==> config.mk <==
export PLATFORM = sky130hd
export DESIGN_NAME = indirect_prefetch_engine_flat
export DESIGN_NICKNAME = d
export VERILOG_FILES = /design/src/rtl/indirect_prefetch_engine_pkg.sv /design/src/rtl/indirect_prefetch_engine_if.sv /design/src/rtl/indirect_prefetch_engine_pf_line_filter.sv /design/src/rtl/indirect_prefetch_engine.sv /design/src/flat_wrapper.sv
export SDC_FILE = /design/constraint.sdc
export NUM_CORES = 1
export LEC_CHECK = 0
export ABC_CLOCK_PERIOD_IN_PS = 7500
export BUFFER_PORTS_ARGS = -buffer_cell sky130_fd_sc_hd__buf_4
export CAP_MARGIN = 25
export CELL_PAD_IN_SITES_DETAIL_PLACEMENT = 2
export CELL_PAD_IN_SITES_GLOBAL_PLACEMENT = 2
export CORE_MARGIN = 8
export CORE_UTILIZATION = 34
export CTS_CLUSTER_DIAMETER = 50
export DETAILED_ROUTE_END_ITERATION = 8
export GPL_ROUTABILITY_DRIVEN = 0
export PLACE_DENSITY = 0.86
export SYNTH_ARGS = -nofsm -noshare
export SYNTH_HDL_FRONTEND = slang
export SYNTH_SLANG_ARGS = --single-unit
==> constraint.sdc <==
create_clock -name clk -period 7.5 [get_ports clk]
set_input_delay 1.5 -clock clk [delete_from_list [all_inputs] [get_ports clk]]
set_output_delay 1.5 -clock clk [all_outputs]
set_load 0.03 [all_outputs]
==> src/rtl/indirect_prefetch_engine_pkg.sv <==
// Shared types and helpers for the indirect gather prefetch engine.
// Holds the FSM encoding and the cache-line comparison used by the filter.
package indirect_prefetch_engine_pkg;

    localparam int STATE_W = 3;

    localparam logic [STATE_W-1:0] ENC_IDLE  = 3'd0;
    localparam logic [STATE_W-1:0] ENC_REQ   = 3'd1;
    localparam logic [STATE_W-1:0] ENC_WAIT  = 3'd2;
    localparam logic [STATE_W-1:0] ENC_ISSUE = 3'd3;
    localparam logic [STATE_W-1:0] ENC_DONE  = 3'd4;

    typedef enum logic [STATE_W-1:0] {
        ST_IDLE  = ENC_IDLE,
        ST_REQ   = ENC_REQ,
        ST_WAIT  = ENC_WAIT,
        ST_ISSUE = ENC_ISSUE,
        ST_DONE  = ENC_DONE
    } pf_state_e;

    // Addresses are widened to 64 bits so one helper serves any ADDR_W.
    function automatic logic line_match(
        input logic [63:0] a,
        input logic [63:0] b,
        input int unsigned line_bits
    );
        return (a >> line_bits) == (b >> line_bits);
    endfunction

endpackage

==> src/rtl/indirect_prefetch_engine_if.sv <==
// Index-read and prefetch channels of the indirect prefetch engine.
// master = engine side, slave = memory / prefetch consumer side.
interface indirect_prefetch_engine_if #(
    parameter int ADDR_W = 32,
    parameter int DATA_W = 32
);
    logic              rd_req_valid;
    logic              rd_req_ready;
    logic [ADDR_W-1:0] rd_req_addr;
    logic              rd_rsp_valid;
    logic [DATA_W-1:0] rd_rsp_data;
    logic              pf_valid;
    logic              pf_ready;
    logic [ADDR_W-1:0] pf_addr;

    modport master (
        output rd_req_valid, rd_req_addr, pf_valid, pf_addr,
        input  rd_req_ready, rd_rsp_valid, rd_rsp_data, pf_ready
    );

    modport slave (
        input  rd_req_valid, rd_req_addr, pf_valid, pf_addr,
        output rd_req_ready, rd_rsp_valid, rd_rsp_data, pf_ready
    );
endinterface

==> src/rtl/indirect_prefetch_engine_pf_line_filter.sv <==
// Single-entry duplicate filter: remembers the last issued line.
// hit is raised when cmp_addr falls in the remembered line.
module pf_line_filter
    import indirect_prefetch_engine_pkg::*;
#(
    parameter int          ADDR_W    = 32,
    parameter int unsigned LINE_BITS = 5
) (
    input  logic              clk,
    input  logic              reset,
    input  logic              clear,
    input  logic              update,
    input  logic [ADDR_W-1:0] upd_addr,
    input  logic [ADDR_W-1:0] cmp_addr,
    output logic              hit
);
    logic [ADDR_W-1:0] line_q;
    logic              valid_q;

    // Entry is invalidated on reset/clear and loaded on each issued prefetch.
    always_ff @(posedge clk) begin
        if (reset || clear) begin
            line_q  <= '0;
            valid_q <= 1'b0;
        end else if (update) begin
            line_q  <= upd_addr;
            valid_q <= 1'b1;
        end
    end

    assign hit = valid_q &&
                 line_match(64'(cmp_addr), 64'(line_q), LINE_BITS);
endmodule

==> src/rtl/indirect_prefetch_engine.sv <==
// Walks index array A and prefetches B[A[i]], one element at a time.
// Repeats to the most recently issued line are dropped when enabled.
module indirect_prefetch_engine
    import indirect_prefetch_engine_pkg::*;
#(
    parameter int          ADDR_W    = 32,
    parameter int          DATA_W    = 32,
    parameter int          CNT_W     = 16,
    parameter int unsigned IDX_SHIFT = 2,
    parameter int unsigned LINE_BITS = 5,
    parameter bit          FILTER_EN = 1'b1
) (
    input  logic                        clk,
    input  logic                        reset,
    input  logic                        start,
    input  logic                        abort,
    input  logic [ADDR_W-1:0]           cfg_idx_base,
    input  logic [ADDR_W-1:0]           cfg_tgt_base,
    input  logic [2:0]                  cfg_elem_shift,
    input  logic [CNT_W-1:0]            cfg_count,
    indirect_prefetch_engine_if.master  bus,
    output logic                        busy,
    output logic                        done,
    output logic [2:0]                  state_o,
    output logic [CNT_W-1:0]            pf_drop_cnt
);
    pf_state_e         state_q;
    logic [ADDR_W-1:0] idx_base_q;
    logic [ADDR_W-1:0] tgt_base_q;
    logic [2:0]        shift_q;
    logic [CNT_W-1:0]  count_q;
    logic [CNT_W-1:0]  i_q;
    logic              stale_q;
    logic              req_valid_q;
    logic [ADDR_W-1:0] req_addr_q;
    logic              pf_valid_q;
    logic [ADDR_W-1:0] pf_addr_q;

    logic [ADDR_W-1:0] rsp_idx;
    logic [ADDR_W-1:0] tgt;
    logic [CNT_W-1:0]  next_i;
    logic              last;
    logic [ADDR_W-1:0] next_req_addr;
    logic              filt_clear;
    logic              filt_update;
    logic              filt_hit;

    assign rsp_idx       = ADDR_W'(bus.rd_rsp_data);
    assign tgt           = tgt_base_q + (rsp_idx << shift_q);
    assign next_i        = i_q + 1'b1;
    assign last          = (next_i == count_q);
    assign next_req_addr = idx_base_q + (ADDR_W'(next_i) << IDX_SHIFT);
    assign filt_clear    = (state_q == ST_IDLE) && start;
    assign filt_update   = pf_valid_q && bus.pf_ready;

    pf_line_filter #(
        .ADDR_W    (ADDR_W),
        .LINE_BITS (LINE_BITS)
    ) u_filter (
        .clk      (clk),
        .reset    (reset),
        .clear    (filt_clear),
        .update   (filt_update),
        .upd_addr (pf_addr_q),
        .cmp_addr (tgt),
        .hit      (filt_hit)
    );

    // Walk FSM; all handshake outputs are registered alongside the state.
    always_ff @(posedge clk) begin
        if (reset) begin
            state_q     <= ST_IDLE;
            idx_base_q  <= '0;
            tgt_base_q  <= '0;
            shift_q     <= '0;
            count_q     <= '0;
            i_q         <= '0;
            stale_q     <= 1'b0;
            req_valid_q <= 1'b0;
            req_addr_q  <= '0;
            pf_valid_q  <= 1'b0;
            pf_addr_q   <= '0;
            done        <= 1'b0;
            pf_drop_cnt <= '0;
        end else begin
            done <= 1'b0;
            // A response owed to an aborted walk is swallowed here.
            if (stale_q && bus.rd_rsp_valid) stale_q <= 1'b0;
            unique case (state_q)
                ST_IDLE: begin
                    if (start) begin
                        idx_base_q  <= cfg_idx_base;
                        tgt_base_q  <= cfg_tgt_base;
                        shift_q     <= cfg_elem_shift;
                        count_q     <= cfg_count;
                        i_q         <= '0;
                        pf_drop_cnt <= '0;
                        if (cfg_count == '0) begin
                            state_q <= ST_DONE;
                        end else begin
                            state_q     <= ST_REQ;
                            req_valid_q <= 1'b1;
                            req_addr_q  <= cfg_idx_base;
                        end
                    end
                end
                ST_REQ: begin
                    if (abort) begin
                        state_q     <= ST_IDLE;
                        req_valid_q <= 1'b0;
                        if (bus.rd_req_ready) stale_q <= 1'b1;
                    end else if (bus.rd_req_ready) begin
                        state_q     <= ST_WAIT;
                        req_valid_q <= 1'b0;
                    end
                end
                ST_WAIT: begin
                    if (abort) begin
                        state_q <= ST_IDLE;
                        // Our read stays owed unless it lands this cycle.
                        stale_q <= stale_q || !bus.rd_rsp_valid;
                    end else if (bus.rd_rsp_valid && !stale_q) begin
                        if (FILTER_EN && filt_hit) begin
                            if (pf_drop_cnt != '1)
                                pf_drop_cnt <= pf_drop_cnt + 1'b1;
                            i_q         <= next_i;
                            state_q     <= last ? ST_DONE : ST_REQ;
                            req_valid_q <= !last;
                            req_addr_q  <= next_req_addr;
                        end else begin
                            state_q    <= ST_ISSUE;
                            pf_valid_q <= 1'b1;
                            pf_addr_q  <= tgt;
                        end
                    end
                end
                ST_ISSUE: begin
                    if (abort) begin
                        state_q    <= ST_IDLE;
                        pf_valid_q <= 1'b0;
                    end else if (bus.pf_ready) begin
                        pf_valid_q  <= 1'b0;
                        i_q         <= next_i;
                        state_q     <= last ? ST_DONE : ST_REQ;
                        req_valid_q <= !last;
                        req_addr_q  <= next_req_addr;
                    end
                end
                ST_DONE: begin
                    state_q <= ST_IDLE;
                    if (!abort) done <= 1'b1;
                end
                default: state_q <= ST_IDLE;
            endcase
        end
    end

    assign bus.rd_req_valid = req_valid_q;
    assign bus.rd_req_addr  = req_addr_q;
    assign bus.pf_valid     = pf_valid_q;
    assign bus.pf_addr      = pf_addr_q;
    assign busy             = (state_q != ST_IDLE);
    assign state_o          = state_q;
endmodule

==> src/flat_wrapper.sv <==
// flat-port wrapper written by rule: the top's interface ports become plain ports
module indirect_prefetch_engine_flat import indirect_prefetch_engine_pkg::*;
#(
    parameter int          ADDR_W    = 32,
    parameter int          DATA_W    = 32,
    parameter int          CNT_W     = 16,
    parameter int unsigned IDX_SHIFT = 2,
    parameter int unsigned LINE_BITS = 5,
    parameter bit          FILTER_EN = 1'b1
)
  (clk, reset, start, abort, cfg_idx_base, cfg_tgt_base, cfg_elem_shift, cfg_count, busy, done, state_o, pf_drop_cnt, bus_rd_req_valid, bus_rd_req_addr, bus_pf_valid, bus_pf_addr, bus_rd_req_ready, bus_rd_rsp_valid, bus_rd_rsp_data, bus_pf_ready);
  indirect_prefetch_engine_if #(.ADDR_W(ADDR_W), .DATA_W(DATA_W)) bus_i ();
  input  logic clk;
  input  logic reset;
  input  logic start;
  input  logic abort;
  input  logic [ADDR_W-1:0] cfg_idx_base;
  input  logic [ADDR_W-1:0] cfg_tgt_base;
  input  logic [2:0] cfg_elem_shift;
  input  logic [CNT_W-1:0] cfg_count;
  output logic busy;
  output logic done;
  output logic [2:0] state_o;
  output logic [CNT_W-1:0] pf_drop_cnt;
  output wire logic [$bits(bus_i.rd_req_valid)-1:0] bus_rd_req_valid;
  output wire logic [$bits(bus_i.rd_req_addr)-1:0] bus_rd_req_addr;
  output wire logic [$bits(bus_i.pf_valid)-1:0] bus_pf_valid;
  output wire logic [$bits(bus_i.pf_addr)-1:0] bus_pf_addr;
  input wire logic [$bits(bus_i.rd_req_ready)-1:0] bus_rd_req_ready;
  input wire logic [$bits(bus_i.rd_rsp_valid)-1:0] bus_rd_rsp_valid;
  input wire logic [$bits(bus_i.rd_rsp_data)-1:0] bus_rd_rsp_data;
  input wire logic [$bits(bus_i.pf_ready)-1:0] bus_pf_ready;
  assign bus_rd_req_valid = bus_i.rd_req_valid;
  assign bus_rd_req_addr = bus_i.rd_req_addr;
  assign bus_pf_valid = bus_i.pf_valid;
  assign bus_pf_addr = bus_i.pf_addr;
  assign bus_i.rd_req_ready = bus_rd_req_ready;
  assign bus_i.rd_rsp_valid = bus_rd_rsp_valid;
  assign bus_i.rd_rsp_data = bus_rd_rsp_data;
  assign bus_i.pf_ready = bus_pf_ready;
  indirect_prefetch_engine #(.ADDR_W(ADDR_W), .DATA_W(DATA_W), .CNT_W(CNT_W), .IDX_SHIFT(IDX_SHIFT), .LINE_BITS(LINE_BITS), .FILTER_EN(FILTER_EN)) u_core (.clk(clk), .reset(reset), .start(start), .abort(abort), .cfg_idx_base(cfg_idx_base), .cfg_tgt_base(cfg_tgt_base), .cfg_elem_shift(cfg_elem_shift), .cfg_count(cfg_count), .bus(bus_i), .busy(busy), .done(done), .state_o(state_o), .pf_drop_cnt(pf_drop_cnt));
endmodule
# After elaboration in Yosys (flattened, before gate mapping)
# Index checks and enable logic that the tools add are counted.
[word_totals]
regBits = 219
latch_bits = 0
ramBits = 0
rom_bits = 0
input_bits = 122
output_inout_bits = 87
memories = 0
[classes]
addsub = 4
n_mul = 0
div = 0
n_lt_le_gt_ge = 0
n_eq_ne = 19
shifts = 1
n_mux = 53
bitwise_logic = 3
n_reduce_logical = 26
[op_table]
columns = ["operator", "count"]
rows = [
  ["2-to-1 mux 32 bit", 7],
  ["2-to-1 mux 16 bit", 10],
  ["one-hot mux 32 bit (3 select lines)", 1],
  ["one-hot mux 16 bit (3 select lines)", 1],
  ["adder 16 x 1 -> 16 bit (second input constant)", 2],
  ["adder 32 x 18 -> 32 bit", 1],
  ["adder 32 bit", 1],
  ["one-hot mux 16 bit (2 select lines)", 1],
  ["left shift 32 x 3 -> 32 bit", 1],
  ["2-to-1 mux 3 bit", 10],
  ["equality test 27 bit", 1],
  ["2-to-1 mux 1 bit", 19],
  ["equality test 16 bit", 1],
  ["logical NOT 16 bit", 1],
  ["!= test 16 bit (second input constant)", 1],
  ["!= test 2 bit (second input constant)", 6],
  ["one-hot mux 3 bit (4 select lines)", 1],
  ["AND reduction 9 bit", 1],
  ["AND reduction 4 bit", 2],
  ["AND reduction 8 bit", 1],
  ["AND reduction 7 bit", 1],
  ["equality test 3 x 2 -> 1 bit (second input constant)", 2],
  ["!= test 2 x 1 -> 1 bit (second input constant)", 3],
  ["!= test 3 bit (second input constant)", 2],
  ["other kinds (17)", 29],
]

# Longest topological paths before layout
# Gate-level depths: netlist (run 1).
[logic_depth]
ltp_word = 8
ltp_mapped = 23
mapped_depth_nobuf = 17

# Modules after synthesis
# From an unflattened synthesis (run 1), not the netlist that was laid out.
[hier_totals]
hier_cells = 1671
hier_area_um2 = 13071.3
[by_module_without_submodules]
columns = ["mod", "n_inst", "cells_each", "area_each_um2"]
rows = [
  ["indirect_prefetch_engine", 1, 1544, 11798.8],
  ["pf_line_filter", 1, 127, 1272.5],
]

# Least setup slack after synthesis (run 1)
# Ideal clock, no wire load.
[synth_timing]
kind = "in2reg"
start = "input bus_rd_rsp_data[3]"
end = "register u_core.state_q[2] (netlist: u_core.state_o[2])"
setup_ps = 103
arrival_ps = 5766
required_ps = 7397
path_slack_ps = 1631
cell_stages = 15
n_path_buf = 1
path_cell_list = "mux2_2 mux4_2 ha_1 buf_2 a21oi_2 o221ai_1 and3_1 or3_1 xor2_1 xor2_1 or4_4 nor4_4 nand2_1 a2111o_1 a2111oi_2"
[synth_between]
elab_chain_len = 8
[synth_lines]
columns = ["element", "line", "text"]
rows = [
  ["start, declared", "flat_wrapper.sv:31", "input wire logic [$bits(bus_i.rd_rsp_data)-1:0] bus_rd_rsp_data;"],
  ["left shift 32 x 3 -> 32 bit", "indirect_prefetch_engine.sv:49", "assign tgt = tgt_base_q + (rsp_idx << shift_q);"],
  ["adder 32 bit", "indirect_prefetch_engine.sv:49", ""],
  ["equality test 27 bit", "indirect_prefetch_engine_pkg.sv:27", "return (a >> line_bits) == (b >> line_bits);"],
  ["logical AND 1 bit", "indirect_prefetch_engine_pf_line_filter.sv:31", "assign hit = valid_q &&"],
  ["2-to-1 mux 3 bit", "indirect_prefetch_engine.sv:123", "if (FILTER_EN && filt_hit) begin"],
  ["2-to-1 mux 3 bit", "indirect_prefetch_engine.sv:122", "end else if (bus.rd_rsp_valid && !stale_q) begin"],
  ["2-to-1 mux 3 bit", "indirect_prefetch_engine.sv:118", "if (abort) begin"],
  ["one-hot mux 3 bit (4 select lines)", "indirect_prefetch_engine.sv:89", "unique case (state_q)"],
  ["end signal, assigned", "indirect_prefetch_engine.sv:127", "state_q <= last ? ST_DONE : ST_REQ;"],
  ["end signal, assigned", "indirect_prefetch_engine.sv:144", "state_q <= last ? ST_DONE : ST_REQ;"],
  ["end, declared", "indirect_prefetch_engine.sv:27", "pf_state_e state_q;"],
]
# No other way between the ends. The select of a mux whose other input is x is not followed.
# A chain may end at the register's enable or synchronous reset.

# Final worst setup path (run 1)
[layout_timing]
start = "input bus_rd_rsp_data[6]"
end = "register u_core.req_addr_q[30] (netlist: u_core.bus.rd_req_addr[30])"
[layout_between]
elab_chain_len = 6
[layout_lines]
columns = ["element", "line", "text"]
rows = [
  ["left shift 32 x 3 -> 32 bit", "indirect_prefetch_engine.sv:49", ""],
  ["adder 32 bit", "indirect_prefetch_engine.sv:49", ""],
  ["equality test 27 bit", "indirect_prefetch_engine_pkg.sv:27", ""],
  ["logical AND 1 bit", "indirect_prefetch_engine_pf_line_filter.sv:31", ""],
  ["!= test 2 x 1 -> 1 bit (no source line)", "n/a", ""],
  ["AND reduction 8 bit (no source line)", "n/a", ""],
  ["end signal, assigned", "indirect_prefetch_engine.sv:103", "req_addr_q <= cfg_idx_base;"],
  ["end signal, assigned", "indirect_prefetch_engine.sv:129", "req_addr_q <= next_req_addr;"],
  ["end signal, assigned", "indirect_prefetch_engine.sv:146", "req_addr_q <= next_req_addr;"],
  ["end, declared", "indirect_prefetch_engine.sv:35", "logic [ADDR_W-1:0] req_addr_q;"],
]
# No other way between the ends.

==> results of run 1 <==
==> sequential cells by signal, summed over array words and instances, names as in the netlist <==
name / count
u_core.bus.pf_addr: 32
u_core.bus.rd_req_addr: 32
u_core.idx_base_q: 32
u_core.tgt_base_q: 32
u_core.u_filter.line_q: 27
u_core.count_q: 16
u_core.i_q: 16
u_core.pf_drop_cnt: 16
u_core.shift_q: 3
u_core.state_o: 3
u_core.bus.pf_valid: 1
u_core.bus.rd_req_valid: 1
u_core.done: 1
u_core.stale_q: 1
u_core.u_filter.valid_q: 1
==> layout by cell type, fill, tap and decap left out, types with 8 or more instances in the layout <==
| cell | netlist | layout |
|---|---|---|
| nand3_1 | 36 | 36 |
| o211ai_1 | 22 | 22 |
| nand2b_1 | 11 | 10 |
| nor2b_1 | 11 | 11 |
| and2_1 | 16 | 16 |
| ha_1 | 49 | 49 |
| mux2_2 | 23 | 23 |
| inv_1 | 35 | 35 |
| nand2_1 | 335 | 334 |
| mux2i_1 | 56 | 56 |
| a211oi_1 | 35 | 35 |
| xnor2_1 | 61 | 61 |
| nor2_1 | 154 | 153 |
| o2111ai_1 | 9 | 9 |
| or3_1 | 13 | 13 |
| nand4_1 | 48 | 48 |
| a21oi_1 | 240 | 239 |
| buf_4 | 1 | 228 |
| o21bai_1 | 8 | 8 |
| xnor3_1 | 8 | 8 |
| and3_1 | 26 | 26 |
| o21ai_0 | 71 | 71 |
| nor4_1 | 14 | 14 |
| a21o_1 | 15 | 15 |
| o31ai_1 | 11 | 11 |
| xor2_1 | 39 | 39 |
| nor3_1 | 30 | 30 |
| o21a_1 | 8 | 8 |
| clkbuf_16 | 0 | 37 |
| dfxtp_1 | 214 | 214 |
| mux4_2 | 14 | 14 |
==> path summary, 6_finish.rpt <==
kind	endpoint	slack, ns	depth (start not counted)
max	u_core.bus.rd_req_addr[30]	0.80	17
min	u_core.bus.rd_req_addr[25]	0.47	2
max reg2reg	u_core.bus.rd_req_addr[30]	0.96	17
min reg2reg	u_core.bus.rd_req_addr[25]	0.47	2
==> metal layers <==
layer | global-route usage, % | share of wire [%] | wire [µm] | vias to the layer above
met2 | 45.2 | 51 | 31800 | 382
met4 | 10.4 | 4.2 | 2610 | 6
met3 | 5.21 | 4.8 | 3040 | 146
li1 | - | - | - | 6947
met1 | 27.6 | 40 | 25400 | 7669
met5 | 0 | 0.065 | 41 | -
==> cell families (layout without fill, tap and decap cells) <==
| logic type | count (synthesis) | count (layout) | synth area share [%] |
|---|---|---|---|
| AO/OA/AOI/OAI | 504 | 504 | 22.0 |
| XOR/XNOR | 110 | 110 | 7.74 |
| adder cells (fa/ha/maj) | 51 | 51 | 4.58 |
| buffers and inverters | 169 | 332 | 4.54 |
| flip-flops | 214 | 214 | 30.0 |
| multiplexers | 93 | 93 | 7.96 |
| AND/OR/NAND/NOR | 726 | 726 | 23.2 |
==> metrics by stage <==
stage                     cells  instance area (µm²)  setup slack, ns
after floorplan            1867                14300             1.63
after global placement     2501                16200            0.591
after detailed placement   2503                16200            0.480
after CTS                  2567                17500            0.825
after global routing       2569                17500            0.628
final                      2569                17500            0.799
==> cell usage after synthesis (all sizes together), types with 7 or more instances <==
library cell,instances,area [µm²]
a21o,15,113
mux4,14,315
and3,26,163
xnor2,61,534
o21a,8,60.1
mux2i,56,561
o31ai,11,82.6
ha,49,613
xnor3,8,180
xor2,39,342
nor3,30,150
o21bai,8,60.1
inv,35,131
a211oi,36,275
o2111ai,9,78.8
nand3,36,180
and2,18,113
nand2,335,1260
nand4,48,300
or3,13,81.3
nor4,15,109
nand2b,11,68.8
o211ai,22,165
mux2,23,259
buf,19,85.1
nor2b,11,68.8
o21ai,74,370
dfxtp,214,4280
a2111oi,7,67.6
clkbuf,114,428
nor2,154,578
a21oi,242,1220
==> cell type report <==
| class | instances | area share [%] |
|---|---|---|
| timing repair buffer | 232 | 10.3 |
| clock buffer | 47 | 5.79 |
| tap | 539 | 3.85 |
| sequential | 214 | 24.5 |
| multi-input combinational | 1484 | 53.4 |
| clock inverter | 17 | 1.37 |
| inverter | 36 | 0.772 |
==> power breakdown <==
group	switching [µW]	internal, µW	total, µW
Sequential	70.3	1220	1290
Combinational	945	516	1460
Clock	652	1110	1760
==> worst register-to-register path: cells and delay by family, from the launching register on <==
family	cells	cell delay (ns)
and+or+nand+nor	7	2.60
buffers and inverters	2	0.67
AOI/OAI and AO/OA	4	1.42
muxes	2	0.66
DFF	1	0.33
adders and majority gates	1	0.50
xor gates and xnor gates	1	0.26
==> metrics, run 1 <==
Detail Route Antenna Nets 0; Fmax 149 MHz; Post-CTS Setup Repair Bufs 0; WP data required 7.93 ns; CTS tree yes; DIE WIDTH 221 µm; gr usage total 24.8%; syn_area_per_cell 7.64 µm²; unrepaired setup endpoints after global routing false; PortBufs 208; Yosys reg bits 214; Worst-path clk slew 0.06 ns; number of vias per cell 5.90; endpoints failing hold 0; Detailed Route WL 62900 µm; # fillers 4760; critical-path cell with the highest stage delay nor2_1; Seq/Total Area, Yosys 30.0%; Overall Power 4510 µW; Final min period 6.70 ns; Rel. slew slack 26.6%; Via Count 15200; Critical Path, Cell by Cell buf_4 > mux2_2 > o21ai_0 > mux2i_1 > ha_1 > and4_1 > and4_4 > nor2_1 > a21boi_0 > nor2_1 > xnor3_1 > or4_4 > nor4_4 > a211o_1 > buf_4 > nand2_1 > o41ai_1; Initial Util 34.2%; DRC Markers 0; Die Ht 221 µm; FP Rows 75; GR Overflow Total 0; fraction of layout cells with a size suffix above 1 17.4%; FF+latch area 0.00428 mm²; reg-to-reg startpoint u_core.shift_q[1]; crit path DAT 7.14 ns; crit end category flop; Yosys Warn Count 0; post-synthesis cell area 0.0143 mm²; PostCTS Resize Cnt 0; Fin Hold WS 0.466 ns; Synthesized Nets 2040; delay-heaviest family, CP simple AND/OR/NAND/NOR gates; area of the multi-input gates 0.00936 mm²; Nets 2177; largest net degree at the start of global routing 85; Worst Hold Class reg2reg; Final Setup Violations 0; initial antenna violation count 3; total CTS buffers 36; crit path buf inv count 2; HP Start u_core.bus.rd_req_addr[25]; Post-synth EDFFs 0; Worst Setup Path Type in2reg; cts hold-fix bufs 0; Max Clock Skew 0.0298 ns; htree depth 2; cells after synthesis 1867; critical path peak fanout 14; Slew @ Worst Pin 1.09 ns; average wire per standard cell 24.5 µm; Cell Pwr Density 257 mW/mm²; Slew Limit Fails 0; router iterations before antenna repair 5; Top FF cell, synth dfxtp_1; ANT cells 0; TritonCTS Sinks 214; clk_lat worst skew 0.57 ns; status finished, final reports clean; clock tree root driver cell clkbuf_16; core area 0.0417 mm²; Die ar. 0.0488 mm²; Peak VDD IR 0.205 mV; max cap viols 0; crit path from bus_rd_rsp_data[6]; first-pass GRT wire length 98600 µm; Async SR Flop Fraction 0%; Layout Area Growth over Synthesis 22.8%; fin util 42.0%; accumulated negative setup slack 0 ns; vias in the first global route 17100; Synth cell types 84; hpwl dp 45900 µm; I/O pin cnt 209; clk buf depth 3; Worst path max stage delay 0.59 ns; startpoint types input port; DR iter-0 viols 727; Leak Pwr 0.00702 µW; Period Utilization, post-route 89.3%
Power figures use the tool's default switching activity.
==> run 2: changes to the inputs <==
==> constraint.sdc (replaced) <==
create_clock -name clk -period 7.5 [get_ports clk]
set_input_delay 0 -clock clk [delete_from_list [all_inputs] [get_ports clk]]
set_output_delay 0 -clock clk [all_outputs]
set_load 0.03 [all_outputs]
==> run 2 against run 1 <==
- flip-flop and latch count is the same
- clock skew grew 0.030 ns
- sequential power is essentially flat
- combinational power grew 10%
- sequential share of layout area shrank 1.2 points
- via count grew 11%
- cell area grew 5.1%
- clock power grew 5%
- utilization grew 2.1 points
- largest cell class unchanged
- highest routed layer is now met4
==> metrics, run 2 (same netlist as run 1, synthesis figures left out) <==
Cell Pwr Density 258 mW/mm² (+0.12%); Worst Setup Path Type reg2reg; htree depth 2 (unchanged); CTS tree yes; Period Utilization, post-route 95.7% (+6.3 points); largest net degree at the start of global routing 87 (+2.4%); Detail Route Antenna Nets 0 (unchanged); Post-CTS Setup Repair Bufs 0 (unchanged); first-pass GRT wire length 122000 µm (+24%); Worst-path clk slew 0.07 ns (about the same); Layout Area Growth over Synthesis 29.0%; Fin Hold WS 0.0601 ns (-0.406 ns); Slew @ Worst Pin 1.06 ns (-0.0224 ns); highest-count cells in the layout ignoring fill and taps nand2_1, a21oi_1, buf_4; Die ar. 0.0488 mm² (unchanged); WP data required 7.91 ns (-0.02 ns); I/O pin cnt 209 (unchanged); fin util 44.2% (+2.1 points); GR Overflow Total 0 (unchanged); Worst Hold Class in2reg; vias in the first global route 18800 (+10%); Initial Util 34.2% (unchanged); Peak VDD IR 0.202 mV (-1.3%); Nets 2264 (+4.0%); core area 0.0417 mm² (unchanged); average wire per standard cell 30.1 µm (+23%); clk_lat worst skew 0.59 ns (+0.02 ns); clock tree root driver cell clkbuf_16; PortBufs 208 (unchanged); hpwl dp 46300 µm (+0.85%); Detailed Route WL 79800 µm (+27%); TritonCTS Sinks 214 (unchanged); Final min period 7.18 ns (+0.475 ns); Max Clock Skew 0.0594 ns (+0.0296 ns); initial antenna violation count 1 (-2); DIE WIDTH 221 µm (unchanged); crit end category flop; gr usage total 31.4% (+6.6 points); Rel. slew slack 29.2% (+2.5 points); DR iter-0 viols 1335 (+84%); Final Setup Violations 0 (unchanged); crit path DAT 7.58 ns (+0.44 ns); router iterations before antenna repair 5 (unchanged); clk buf depth 3 (unchanged); number of vias per cell 6.32 (+7.2%); Via Count 16800 (+11%); FP Rows 75 (unchanged); total CTS buffers 35 (-2.8%); Overall Power 4740 µW (+5.2%); max cap viols 0 (unchanged); unrepaired setup endpoints after global routing false; Slew Limit Fails 0 (unchanged); fraction of layout cells with a size suffix above 1 16.8% (-0.57 points); Die Ht 221 µm (unchanged); Leak Pwr 0.00738 µW (+5.1%); accumulated negative setup slack 0 ns (unchanged); # fillers 4633 (-2.7%); critical path peak fanout 27 (+13); DRC Markers 0 (unchanged); commonest non-fill, non-tap cell in the layout nand2_1; startpoint types flop; status finished, final reports clean; endpoints failing hold 0 (unchanged); Fmax 139 MHz (-6.6%)
## run 2: changes by cell type in the layout (fill, tap and decap cells not counted), moves of 2 or more
cell / delta
dlygate4sd3_1: +89
clkbuf_1: -4
clkinvlp_4: +4
inv_8: +3
bufinv_16: +2
clkbuf_16: -2
clkbuf_8: -2
clkinv_2: -2
inv_6: +2
## run 2: area by class of cell
| class | instances | area [µm²] | share of cell area, % |
|---|---|---|---|
| antenna | 1 | 2.50 | 0.0136 |
| clock buffer | 39 | 921 | 5.00 |
| clock inverter | 24 | 343 | 1.86 |
| inverter | 36 | 135 | 0.734 |
| multi-input combinational | 1484 | 9360 | 50.8 |
| sequential | 214 | 4290 | 23.3 |
| tap | 539 | 674 | 3.66 |
| timing repair buffer | 320 | 2690 | 14.6 |
## run 2: worst max-delay path, cell delays in order (launching register included)
cell      delay (ns)
dfxtp_2         0.70
buf_4           0.37
mux2i_1         0.34
o21ai_0         0.19
nand2_1         0.15
o21ai_0         0.10
ha_1            0.67
a21oi_1         0.28
o21ai_0         0.79
nor2_1          0.21
a21boi_0        0.50
nor2_1          0.18
xnor3_1         0.24
or4_4           0.52
nor4_4          0.55
a21boi_1        0.15
buf_4           0.25
nor2_1          0.20
buf_4           0.36
o21ai_0         0.23
## run 2: where the power goes
part | switching [µW] | internal (µW)
registers | 83.7 | 1220
logic | 1060 | 548
clock network | 717 | 1120
total | 1860 | 2880
## run 2: metal layers
layer | vias up | part of all wire (%) | track usage, %
met2 | 908 | 49 | 55.3
li1 | 7133 | - | -
met1 | 8392 | 37 | 34.3
met4 | 0 | 7.2 | 20.2
met3 | 367 | 6.1 | 6.14
met5 | - | 0 | 0
## run 2: timing repair
item / CTS / global route
hold buffers: 89 / 0
resized for setup: 0 / 1
endpoints found under the hold margin: 128 / 0
endpoints found under the setup margin: 0 / 49
## run 2: final timing paths
kind                              startpoint                          to  slack (ns)  cells after the start
setup / recovery           u_core.shift_q[1]  u_core.bus.rd_req_addr[20]        0.32                     19
hold / removal                         start       u_core.pf_drop_cnt[2]        0.06                      4
setup reg to reg           u_core.shift_q[1]  u_core.bus.rd_req_addr[20]        0.32                     19
hold reg to reg   u_core.u_filter.line_q[24]  u_core.u_filter.line_q[24]        0.47                      2
## run 2: through the flow
step | instances | setup WS [ns] | instance area [µm²]
global placement | 2501 | 1.10 | 16200
CTS | 2655 | 0.574 | 18400
detailed placement | 2503 | 0.699 | 16200
floorplan | 1867 | 1.80 | 14300
global route | 2657 | 0.105 | 18400
finish | 2657 | 0.324 | 18400
==> run 3: changes to the inputs <==
Settings changed: ABC_AREA set to 1, CORE_UTILIZATION 34 to 31, CTS_BUF_LIST set to sky130_fd_sc_hd__clkbuf_8.
==> run 3 against run 2 <==
- final cell count up 29%
- synthesized cell count is 33% higher
- non-clock buffer count increased by 58
- worst setup slack gained 0.83 ns
- largest power group is now combinational cells
- clock skew decreased by 0.0082 ns
- routed wire length down 0.86%
- critical endpoint is now u_core.bus.pf_addr[13]
- maximum frequency is 13% higher
- sequential power up 6%
- global-route usage decreased by 3.1 points
- clock power shrank 26%
- via count rose by 10%
==> metrics, run 3 <==
status finished, final reports clean; number of vias per cell 5.39 (-15%); Worst-path clk slew 0.07 ns (about the same); I/O pin cnt 209 (unchanged); PostCTS Resize Cnt 0 (unchanged); count leader, synth nand2_1; most used cell along the critical path nand2_1; Synth area leader dfxtp_1; Seq/Total Area, Yosys 29.0% (-1.0 points); # fillers 5823 (+26%); hpwl dp 50500 µm (+8.9%); Leak Pwr 0.00923 µW (+25%); core area 0.0474 mm² (+14%); Final Setup Violations 0 (unchanged); Async SR Flop Fraction 0% (unchanged); Yosys reg bits 214 (unchanged); Synthesized Nets 2650 (+30%); average wire per standard cell 23.0 µm (-23%); Post-Layout Cell Count 3440 (+29%); area of the multi-input gates 0.00894 mm² (-4.5%); Slew Limit Fails 0 (unchanged); Final min period 6.35 ns (-0.830 ns); clk_lat worst skew 0.65 ns (+0.06 ns); Cells after DPL 3211 (+28%); cts hold-fix bufs 154 (+73%); Cell Pwr Density 250 mW/mm² (-3.0%); critical path peak fanout 34 (+26%); Worst path max stage delay 0.79 ns (about the same); Period Utilization, post-route 84.6% (-11 points); initial antenna violation count 5 (+4); total CTS buffers 44 (+26%); Fmax 158 MHz (+13%); FF+latch area 0.00428 mm² (about the same); Detailed Route WL 79200 µm (-0.86%); crit end category flop; Die Ht 234 µm (+6.1%); router iterations before antenna repair 5 (unchanged); startpoint types flop; accumulated negative setup slack 0 ns (unchanged); Detail Route Antenna Nets 0 (unchanged); DR iter-0 viols 855 (-36%); GR Overflow Total 0 (unchanged); worst reg2reg path depth 28 (+9); syn_area_per_cell 5.97 µm² (-22%); Post-synth EDFFs 0 (unchanged); post-synthesis cell area 0.0148 mm² (+3.6%); clock tree root driver cell clkbuf_8; Layout Area Growth over Synthesis 30.6%; highest-count cells in the layout ignoring fill and taps nand2_1, inv_1, nand3_1; endpoints failing hold 0 (unchanged); cells after synthesis 2477 (+33%); Slew @ Worst Pin 1.08 ns (+0.0198 ns); DRC Markers 0 (unchanged); DIE WIDTH 234 µm (+6.1%); PortBufs 208 (unchanged); clk buf depth 3 (unchanged); Max Clock Skew 0.0511 ns (-0.00824 ns); FP Rows 80 (+6.7%); Synth area leaders dfxtp_1, nand2_1, nand3_1; Worst Setup Path Type reg2reg; critical-path cell with the highest stage delay inv_1; Nets 2972 (+31%); Rel. slew slack 27.8% (-1.4 points); crit path buf inv count 5 (+2); Die ar. 0.0549 mm² (+13%); unrepaired setup endpoints after global routing false; CTS tree yes; Yosys Warn Count 0 (unchanged); CP Depth 28 (+9); most common library cells after synthesis nand2_1, nand3_1, inv_1; largest net degree at the start of global routing 72 (-17%); fraction of layout cells with a size suffix above 1 12.5% (-4.3 points); delay-heaviest family, CP simple AND/OR/NAND/NOR gates; Worst Hold Depth 3 (-1); Via Count 18500 (+10%); Top FF cell, synth dfxtp_1; Initial Util 31.1% (-3.1 points); Peak VDD IR 0.124 mV (-39%); crit path DAT 6.87 ns (-0.71 ns); htree depth 2 (unchanged); Synth cell types 50 (-40%); Post-CTS Setup Repair Bufs 0 (unchanged); TritonCTS Sinks 214 (unchanged); vias in the first global route 21100 (+12%); final worst setup slack 1.15 ns (+0.830 ns); Worst Hold Class in2reg; first-pass GRT wire length 122000 µm (+0.40%); gr usage total 28.3% (-3.1 points); area share of the leading cell type in the synthesized netlist 29.0% (-1.0 points); max cap viols 0 (unchanged); commonest non-fill, non-tap cell in the layout nand2_1; Fin Hold WS 0.0723 ns (+0.0121 ns); WP data required 8.02 ns (+0.11 ns); Place WS 1.14 ns (+0.445 ns)
[run 3: cell count changes in the layout (fill, tap and decap cells not counted), moves of 26 or more]
cell	delta
mux2i_1	-52
nand4_1	-26
dlygate4sd3_1	+65
clkbuf_8	+48
o21ai_0	+36
clkbuf_16	-35
inv_1	+248
xnor2_1	-55
nand2_1	+492
nand3_1	+247
nor2_1	+42
a211oi_1	-35
[run 3: report_power, final]
| group | leakage [µW] | internal [µW] | switching (µW) |
|---|---|---|---|
| Sequential | 0.00175 | 1260 | 122 |
| Combinational | 0.00698 | 654 | 1420 |
| Clock | 0.000492 | 750 | 618 |
| Total | 0.00923 | 2660 | 2160 |
[run 3: final cells by class]
class / count / area share [%]
Multi-Input combinational cell: 1865 / 46.3
Sequential cell: 214 / 22.2
Timing Repair Buffer: 378 / 17.1
Inverter: 296 / 5.76
Tap cell: 615 / 3.99
Clock buffer: 51 / 3.64
Clock inverter: 17 / 0.972
Antenna cell: 4 / 0.0518
[run 3: logic make-up after synthesis]
group | after synthesis | synth area share (%)
adders and majority gates | 51 | 4.42
and+or+nand+nor | 1421 | 40.8
AOI/OAI and AO/OA | 350 | 12.3
DFF | 214 | 29.0
muxes | 4 | 0.271
xor gates and xnor gates | 39 | 2.51
buffers and inverters | 398 | 10.7
[run 3: worst paths after layout]
path                        start                      to  slack [ns]
max             u_core.shift_q[0]  u_core.bus.pf_addr[13]        1.15
min                         start    u_core.idx_base_q[6]        0.07
max reg2reg     u_core.shift_q[0]  u_core.bus.pf_addr[13]        1.15
min reg2reg  u_core.idx_base_q[1]    u_core.idx_base_q[1]        0.46
[run 3: metal layers]
metal  share of wire [%]  track usage, %  vias to the layer above
li1                    -               -                     8565
met1                  38            29.6                     9304
met2                  54            55.1                      455
met3                 3.6            4.21                      208
met4                 4.5            12.5                        4
met5               0.033               0                        -
[run 3: through the flow]
| stage | power [µW] | instance area [µm²] | utilization, % |
|---|---|---|---|
| 2_1_floorplan | 2610 | 14800 | - |
| 3_3_place_gp | 3150 | 16800 | 35.3 |
| 3_5_place_dp | 3260 | 16800 | 35.4 |
| 4_1_cts | 4700 | 19200 | 40.5 |
| 5_1_grt | 5070 | 19300 | 40.7 |
| 6_report | 4820 | 19300 | 40.7 |
[run 3: worst register-to-register path: cells and delay by family, from the launching register on]
family / cells / cell delay [ns]
fa+ha+maj: 1 / 0.33
simple gates: 20 / 3.21
flops: 1 / 0.40
buf+inv: 5 / 1.99
compound gates: 2 / 0.34
